### src/rtl/pol_msg_decode.sv
// Kyber message decode: compresses each coefficient of v - u*s to round(2c/Q) mod 2
// and packs the bits LSB-first into a valid/ready byte stream, ending with a done pulse.
module pol_msg_decode #(
  parameter int Q = 7681,
  parameter int N = 256,
  parameter int W = 16
)(
  input  logic         clk,
  input  logic         rst_n,
  input  logic         start,
  input  logic [W-1:0] coef,
  input  logic         coef_valid,
  output logic         coef_ready,
  output logic [7:0]   msg_byte,
  output logic         msg_valid,
  input  logic         msg_ready,
  output logic         busy,
  output logic         done,
  output logic         err
);
  localparam int CW = $clog2(N);
  localparam int BW = $clog2(N/8);
  localparam logic [W-1:0] QW  = W'(Q);
  localparam logic [W+1:0] LO4 = (W+2)'(Q);
  localparam logic [W+1:0] HI4 = (W+2)'(3*Q);

  typedef enum logic [1:0] {IDLE, RUN, FLUSH, DONE} state_t;
  state_t state;

  logic [CW-1:0] coef_cnt;
  logic [BW-1:0] byte_cnt;
  logic [6:0]    sr;
  logic [2:0]    bit_cnt;
  logic          accept, msg_hs;
  logic [W-1:0]  c_red;
  logic [W+1:0]  c4;
  logic          bit_v, oor;

  assign bit_cnt    = coef_cnt[2:0];
  // Stall only the coefficient that would complete a byte while the previous one is still held.
  assign coef_ready = (state == RUN) && !(bit_cnt == 3'd7 && msg_valid && !msg_ready);
  assign accept     = coef_valid && coef_ready;
  assign msg_hs     = msg_valid && msg_ready;

  assign c_red = (coef >= QW) ? coef - QW : coef;
  assign oor   = (c_red >= QW);
  // 2c' against Q/2 and 3Q/2, scaled by 2 so both bounds are exact integers.
  assign c4    = {c_red, 2'b00};
  assign bit_v = (c4 > LO4) && (c4 < HI4);

  always_ff @(posedge clk or negedge rst_n) begin
    if (!rst_n) begin
      state     <= IDLE;
      coef_cnt  <= '0;
      byte_cnt  <= '0;
      sr        <= '0;
      msg_byte  <= '0;
      msg_valid <= 1'b0;
      busy      <= 1'b0;
      done      <= 1'b0;
      err       <= 1'b0;
    end else begin
      done <= 1'b0;
      if (msg_hs) begin
        msg_valid <= 1'b0;
        byte_cnt  <= byte_cnt + 1'b1;
      end
      if (accept) begin
        coef_cnt <= coef_cnt + 1'b1;
        sr       <= {bit_v, sr[6:1]};
        if (oor) err <= 1'b1;
        if (bit_cnt == 3'd7) begin
          msg_byte  <= {bit_v, sr};
          msg_valid <= 1'b1;
        end
      end
      case (state)
        IDLE: if (start) begin
          state    <= RUN;
          busy     <= 1'b1;
          err      <= 1'b0;
          coef_cnt <= '0;
          byte_cnt <= '0;
          sr       <= '0;
        end
        RUN:   if (accept && coef_cnt == CW'(N-1)) state <= FLUSH;
        FLUSH: if (msg_hs && byte_cnt == BW'(N/8-1)) begin
          state <= DONE;
          done  <= 1'b1;
        end
        DONE: begin
          state <= IDLE;
          busy  <= 1'b0;
        end
        default: state <= IDLE;
      endcase
    end
  end
endmodule

### config.mk
export PLATFORM = sky130hd
export DESIGN_NAME = pol_msg_decode
export DESIGN_NICKNAME = d
export VERILOG_FILES = /design/src/rtl/pol_msg_decode.sv
export SDC_FILE = /design/constraint.sdc
export NUM_CORES = 1
export LEC_CHECK = 0
export ABC_AREA = 0
export CAP_MARGIN = 20
export CORE_ASPECT_RATIO = 1.1
export CORE_MARGIN = 2
export CORE_UTILIZATION = 50
export DETAILED_ROUTE_END_ITERATION = 10
export PLACE_DENSITY = 0.75
export SLEW_MARGIN = 20
export SYNTH_ARGS = -nofsm -noshare
export SYNTH_HDL_FRONTEND = slang
export SYNTH_SLANG_ARGS = --single-unit
### constraint.sdc
create_clock -name clk -period 4.5 [get_ports clk]
set_input_delay 1.35 -clock clk [delete_from_list [all_inputs] [get_ports clk]]
set_output_delay 1.35 -clock clk [all_outputs]
set_load 0.01 [all_outputs]
### Word level (Yosys, flattened, before mapping)

Cells that the tools add are included.

* bits in registers: 34
* bits of input ports: 21
* output and inout bits: 13
* logic and storage cells: 65

* add/sub/neg operators: 3
* order comparisons: 4
* equal/unequal tests: 9
* muxes and demuxes: 25
* reduce and logical (&&, ||, !) cells: 15

Operators by type and width (count)
* $ge 16x13->1 const B: 2
* $mux 8: 3
* $mux 7: 3
* $gt 18x13->1 const B: 1
* $lt 18x15->1 const B: 1
* $mux 16: 1
* $sub 16x13->16 const B: 1
* $mux 5: 3
* $mux 1: 10
* $add 8x1->8 const B: 1
* $eq 8x8->1 const B: 1
* $logic_and 1x1->1: 8
* $pmux 2 s4: 1
* $mux 2: 3
* $add 5x1->5 const B: 1
* $eq 5x5->1 const B: 1
* $eq 2x2->1 const B: 2
* $ne 2x2->1 const B: 2
* $reduce_and 2->1: 2
* $eq 3x3->1 const B: 1
* $reduce_and 3->1: 1
* $eq 2x1->1 const B: 1
* $logic_not 1->1: 2
* $logic_not 2->1: 1
* 3 further kinds: 3

### Logic depth before layout (Yosys ltp)

* depth in word-level cells: 9
* gate-level depth with buffers: 10
* gate-level depth less buffers: 9

### Worst setup path before layout

OpenSTA, ideal clock, no wires.

* kind: input to register
* from: input coef[1]
* to: register msg_byte[7]
* library setup time: 0.066 ns
* data arrival time: 3.678 ns
* data required time: 4.434 ns
* slack: 0.756 ns
* cell stages on the path: 9
* buffers on the path: 0
* cell sequence: inv_1 > ha_1 > or4b_1 > or4_4 > a211oi_1 > a22o_2 > a211oi_1 > a2111oi_2 > a22o_1

* word-level cells in the longest chain between the ends: 4
* elaborated cells on any way between the ends: 6
* classes of those cells: add/sub: 1; order compare: 3; mux: 1; reduce/logical: 1

Ends and longest elaborated chain
* start, declared: RTL line 11 `input logic [W-1:0] coef,`
* $sub 16x13->16 or $ge 16x13->1 (tied branches): RTL line 45 `assign c_red = (coef >= QW) ? coef - QW : coef;`
* $mux 16 *: RTL line 45
* $gt 18x13->1 or $lt 18x15->1 (tied branches): RTL line 49 `assign bit_v = (c4 > LO4) && (c4 < HI4);`
* $logic_and 1x1->1 *: RTL line 49
* end signal, assigned: RTL line 73 `msg_byte <= {bit_v, sr};`
* end, declared: RTL line 14 `output logic [7:0] msg_byte,`

Mark *: on every way between the ends. The rest lies on a longest branch, timed or not.
A chain may end at the register's enable or synchronous reset.

### Final worst setup path

* from: input msg_ready
* to: output coef_ready

* word-level cells in the longest chain between the ends: 4

Ends and longest elaborated chain
* start, declared: RTL line 16 `input logic msg_ready,`
* $logic_not 1->1: RTL line 41 `assign coef_ready = (state == RUN) && !(bit_cnt == 3'd7 && msg_valid && !msg_ready);`
* $logic_and 1x1->1: RTL line 41
* $logic_not 1->1: RTL line 41
* $logic_and 1x1->1: RTL line 41
* end, declared: RTL line 13 `output logic coef_ready,`

Every way passes these cells.

==> flow_metrics.py <==
metrics = {
    "yosys": {
        "syn_area_per_cell_um2": 8.99,
        "yosys.area.top_type_share_pct": 38.9,
        "postSynthCellCount": 243,
        "share_of_synthesized_registers_carrying_an_async_set_or_reset_pct": 100,
        "synth_warn": 0,
        "ys_dominant_reg_cell": "sky130_fd_sc_hd__dfrtp_1",
        "synth_edf_count": 0,
        "synth_cell_area_um2": 2180,
        "seq_area_frac_synth_pct": 38.9,
        "synth_cell_type_count": 52,
        "number_of_storage_elements_in_the_synthesis_netlist": 34,
        "syn_nets": 274,
        "synth_top_cells_by_area": "sky130_fd_sc_hd__dfrtp_1 (39%), sky130_fd_sc_hd__ha_1 (5.7%), sky130_fd_sc_hd__nand2_1 (5.2%), sky130_fd_sc_hd__mux2_2 (4.1%), sky130_fd_sc_hd__a21oi_1 (3.2%)",
        "synth_top_cell_by_area": "sky130_fd_sc_hd__dfrtp_1",
    },
    "critical_path": {
        "critical_path.startpoint_type": "input port",
        "timing.critical_path.arrival_ns": 2.84,
        "cp.required_ns": 3.15,
        "worstSetupEndpointType": "output port",
        "crit_path_max_fanout": 3,
        "critPathKind": "in -> out",
    },
    "grt": {
        "global_route_wire_length_before_repair_mm": 8.58,
        "globalRouteTotalUtil_pct": 22.7,
        "largest_net_degree_at_the_start_of_global_routing": 35,
        "grt_overflow_total": 0,
        "antenna_violations_before_repair": 0,
        "first_global_vias": 1850,
    },
    "placement": {
        "placement.io_buffers": 33,
        "hpwlAfterDp_mm": 3.74,
        "dpl_worst_slack_ns": 0.225,
        "gp_congestion": 0.940,
    },
    "sta": {
        "max_freq_mhz": 238,
        "unrepaired_setup_endpoints_after_global_routing": "false",
        "finalMaxSlewViolations": 0,
        "worst_slew_margin_rel_pct": 48.3,
        "timing.final.ws_setup_ns": 0.305,
        "tightestPinTransition_ns": 0.776,
        "fin_skew_ns": 0.00452,
        "timing_hold_violations_final": 0,
        "setup-tns-final_ns": 0,
        "final_period_minus_worst_setup_slack_ns": 4.19,
        "timing.final.setup_violations": 0,
        "timing.final.crit_share_pct": 93.2,
    },
    "finish": {
        "most-common-layout-cells": "sky130_fd_sc_hd__dfrtp_1 (34), sky130_fd_sc_hd__clkdlybuf4s50_1 (33), sky130_fd_sc_hd__nand2_1 (30)",
        "ff_latch_area_um2": 851,
        "antennaDiodeCount": 0,
        "most_common_library_cell_in_the_layout_ignoring_fill_and_taps": "sky130_fd_sc_hd__dfrtp_1",
        "area_growth_syn_to_layout_pct": 22.9,
        "finalNetCount": 309,
        "area_of_the_multi_input_gates_um2": 1250,
        "fill_cells": 386,
        "final_layout_size_suffix_gt1_share_pct": 9.68,
    },
    "clock_tree": {
        "ctsHtreeMaxLevel": 2,
        "post_cts_hold_fix_bufs": 0,
        "cts-resized-gates": 0,
        "clk-insertion-delay-late_ns": 0.29,
        "clock-sinks": 34,
        "cts_tree": "done",
        "cts.path.max_buffers": 2,
        "cts.root.buffer_cell": "sky130_fd_sc_hd__clkbuf_8",
        "post-cts-setup-buffers": 0,
        "cts_inserted_buffers": 5,
        "clkSlewWorstSetupHoldPaths_ns": 0.07,
    },
    "route": {
        "drt_first_pass_iters": 4,
        "detailroute.via_count": 1990,
        "post_drt_via_cell_ratio": 5.98,
        "detail-route-antenna-nets": 0,
        "finalWirelength_mm": 5.10,
        "wire_per_inst_um": 15.3,
        "detail_route.iter0.violations": 98,
        "remaining_drc_errors": 0,
    },
    "floorplanning": {
        "start_util_pct": 51.4,
        "die_area_um2": 4910,
        "die_width_um": 67.0,
        "floorplan.core_area_um2": 4250,
        "top_level_ports": 34,
        "fp-row-count": 25,
        "floorplan.die.height_um": 73.3,
    },
    "run": {
        "max_cap_viol_count": 0,
    },
    "power_and_ir_drop": {
        "power_density_nw_per_um2": 345,
        "maximum_vdd_ir_drop_mv": 0.232,
        "cellLeakagePower_nw": 1.13,
    },
    "status": {
        "status": "finished, final reports clean",
    },
    "min_path": {
        "timing.hold.worst.class": "reg -> reg",
    },
}
-- worst paths after layout --
check | start | to | slack (ns) | depth (start not counted)
min reg2reg | msg_byte[1] | msg_byte[1] | 0.51 | 1
max in group asynchronous | rst_n | sr[5] | 2.72 | 2
min | msg_byte[1] | msg_byte[1] | 0.51 | 1
max | msg_ready | coef_ready | 0.31 | 4
min in group asynchronous | rst_n | byte_cnt[0] | 1.47 | 2
max reg2reg | coef_cnt[0] | state[1] | 1.99 | 9
-- layer usage --
metal / wire [µm] / global-route usage [%] / up-vias
met3: 237 / 3.83 / 12
met2: 2480 / 36.3 / 56
met4: 99 / 8.39 / 0
met5: 0 / 0 / -
li1: - / - / 961
met1: 2280 / 30.8 / 961
-- cells in the mapped netlist, types with 3 or more instances --
master,count
sky130_fd_sc_hd__o211ai_1,3
sky130_fd_sc_hd__nand4_1,5
sky130_fd_sc_hd__clkbuf_1,9
sky130_fd_sc_hd__and3_1,3
sky130_fd_sc_hd__ha_1,10
sky130_fd_sc_hd__buf_1,3
sky130_fd_sc_hd__and2_1,4
sky130_fd_sc_hd__mux2_2,8
sky130_fd_sc_hd__nand2_1,30
sky130_fd_sc_hd__nor3_1,6
sky130_fd_sc_hd__o21ai_0,12
sky130_fd_sc_hd__a311oi_1,5
sky130_fd_sc_hd__nor2_1,18
sky130_fd_sc_hd__mux2i_1,4
sky130_fd_sc_hd__a21oi_1,14
sky130_fd_sc_hd__nor2b_1,3
sky130_fd_sc_hd__nor4_1,5
sky130_fd_sc_hd__xnor2_1,4
sky130_fd_sc_hd__o21a_1,3
sky130_fd_sc_hd__inv_1,9
sky130_fd_sc_hd__dfrtp_1,34
sky130_fd_sc_hd__or3_1,4
sky130_fd_sc_hd__nand3_1,4
sky130_fd_sc_hd__xor2_1,6
-- worst max-delay path, cell delays in order --
cell and delay, ns:
sky130_fd_sc_hd__clkdlybuf4s50_1 0.48, sky130_fd_sc_hd__nor2b_1 0.06, sky130_fd_sc_hd__a21boi_0 0.34, sky130_fd_sc_hd__clkdlybuf4s50_1 0.61
-- flip-flops by register name, summed over array words and instances (netlist names) --
| name | cells |
|---|---|
| msg_valid | 1 |
| done | 1 |
| byte_cnt | 5 |
| state | 2 |
| msg_byte | 8 |
| busy | 1 |
| coef_cnt | 8 |
| err | 1 |
| sr | 7 |
-- metrics by stage --
step                total power, mW  cells  hold slack [ns]  utilization (%)  instance area, µm²
floorplan                     0.577    243            0.481                -                2180
global placement              0.696    325            0.489             60.9                2590
detailed placement            0.702    325            0.494             60.9                2590
CTS                           0.934    333            0.513             63.1                2680
global route                  0.986    333            0.528             63.1                2680
finish                        0.927    333            0.510             63.1                2680
-- logic make-up (layout without fill, tap and decap cells) --
kind of cell / after synthesis / count (layout) / share of synthesized area [%]
AO/OA/AOI/OAI: 63 / 63 / 20.4
XOR/XNOR: 10 / 10 / 4.01
adder cells (fa/ha/maj): 10 / 10 / 5.73
buffers and inverters: 22 / 58 / 3.84
flip-flops: 34 / 34 / 38.9
multiplexers: 12 / 12 / 5.96
AND/OR/NAND/NOR: 92 / 92 / 21.1
-- area by class of cell --
class | count | share of cell area (%)
clock buffers | 7 | 3.22
multi-input cells | 187 | 46.6
well taps | 54 | 2.52
repair buffers | 41 | 14.5
inverters | 9 | 1.26
flip-flops and latches | 34 | 31.7
clock inverters | 1 | 0.186
-- where the power goes --
part	leakage (nW)	switching [mW]	internal (mW)
Clock	0.0482	0.108	0.123
Combinational	0.643	0.120	0.146
Sequential	0.443	0.0525	0.377
No activity file was read; power rests on OpenSTA's default activity.
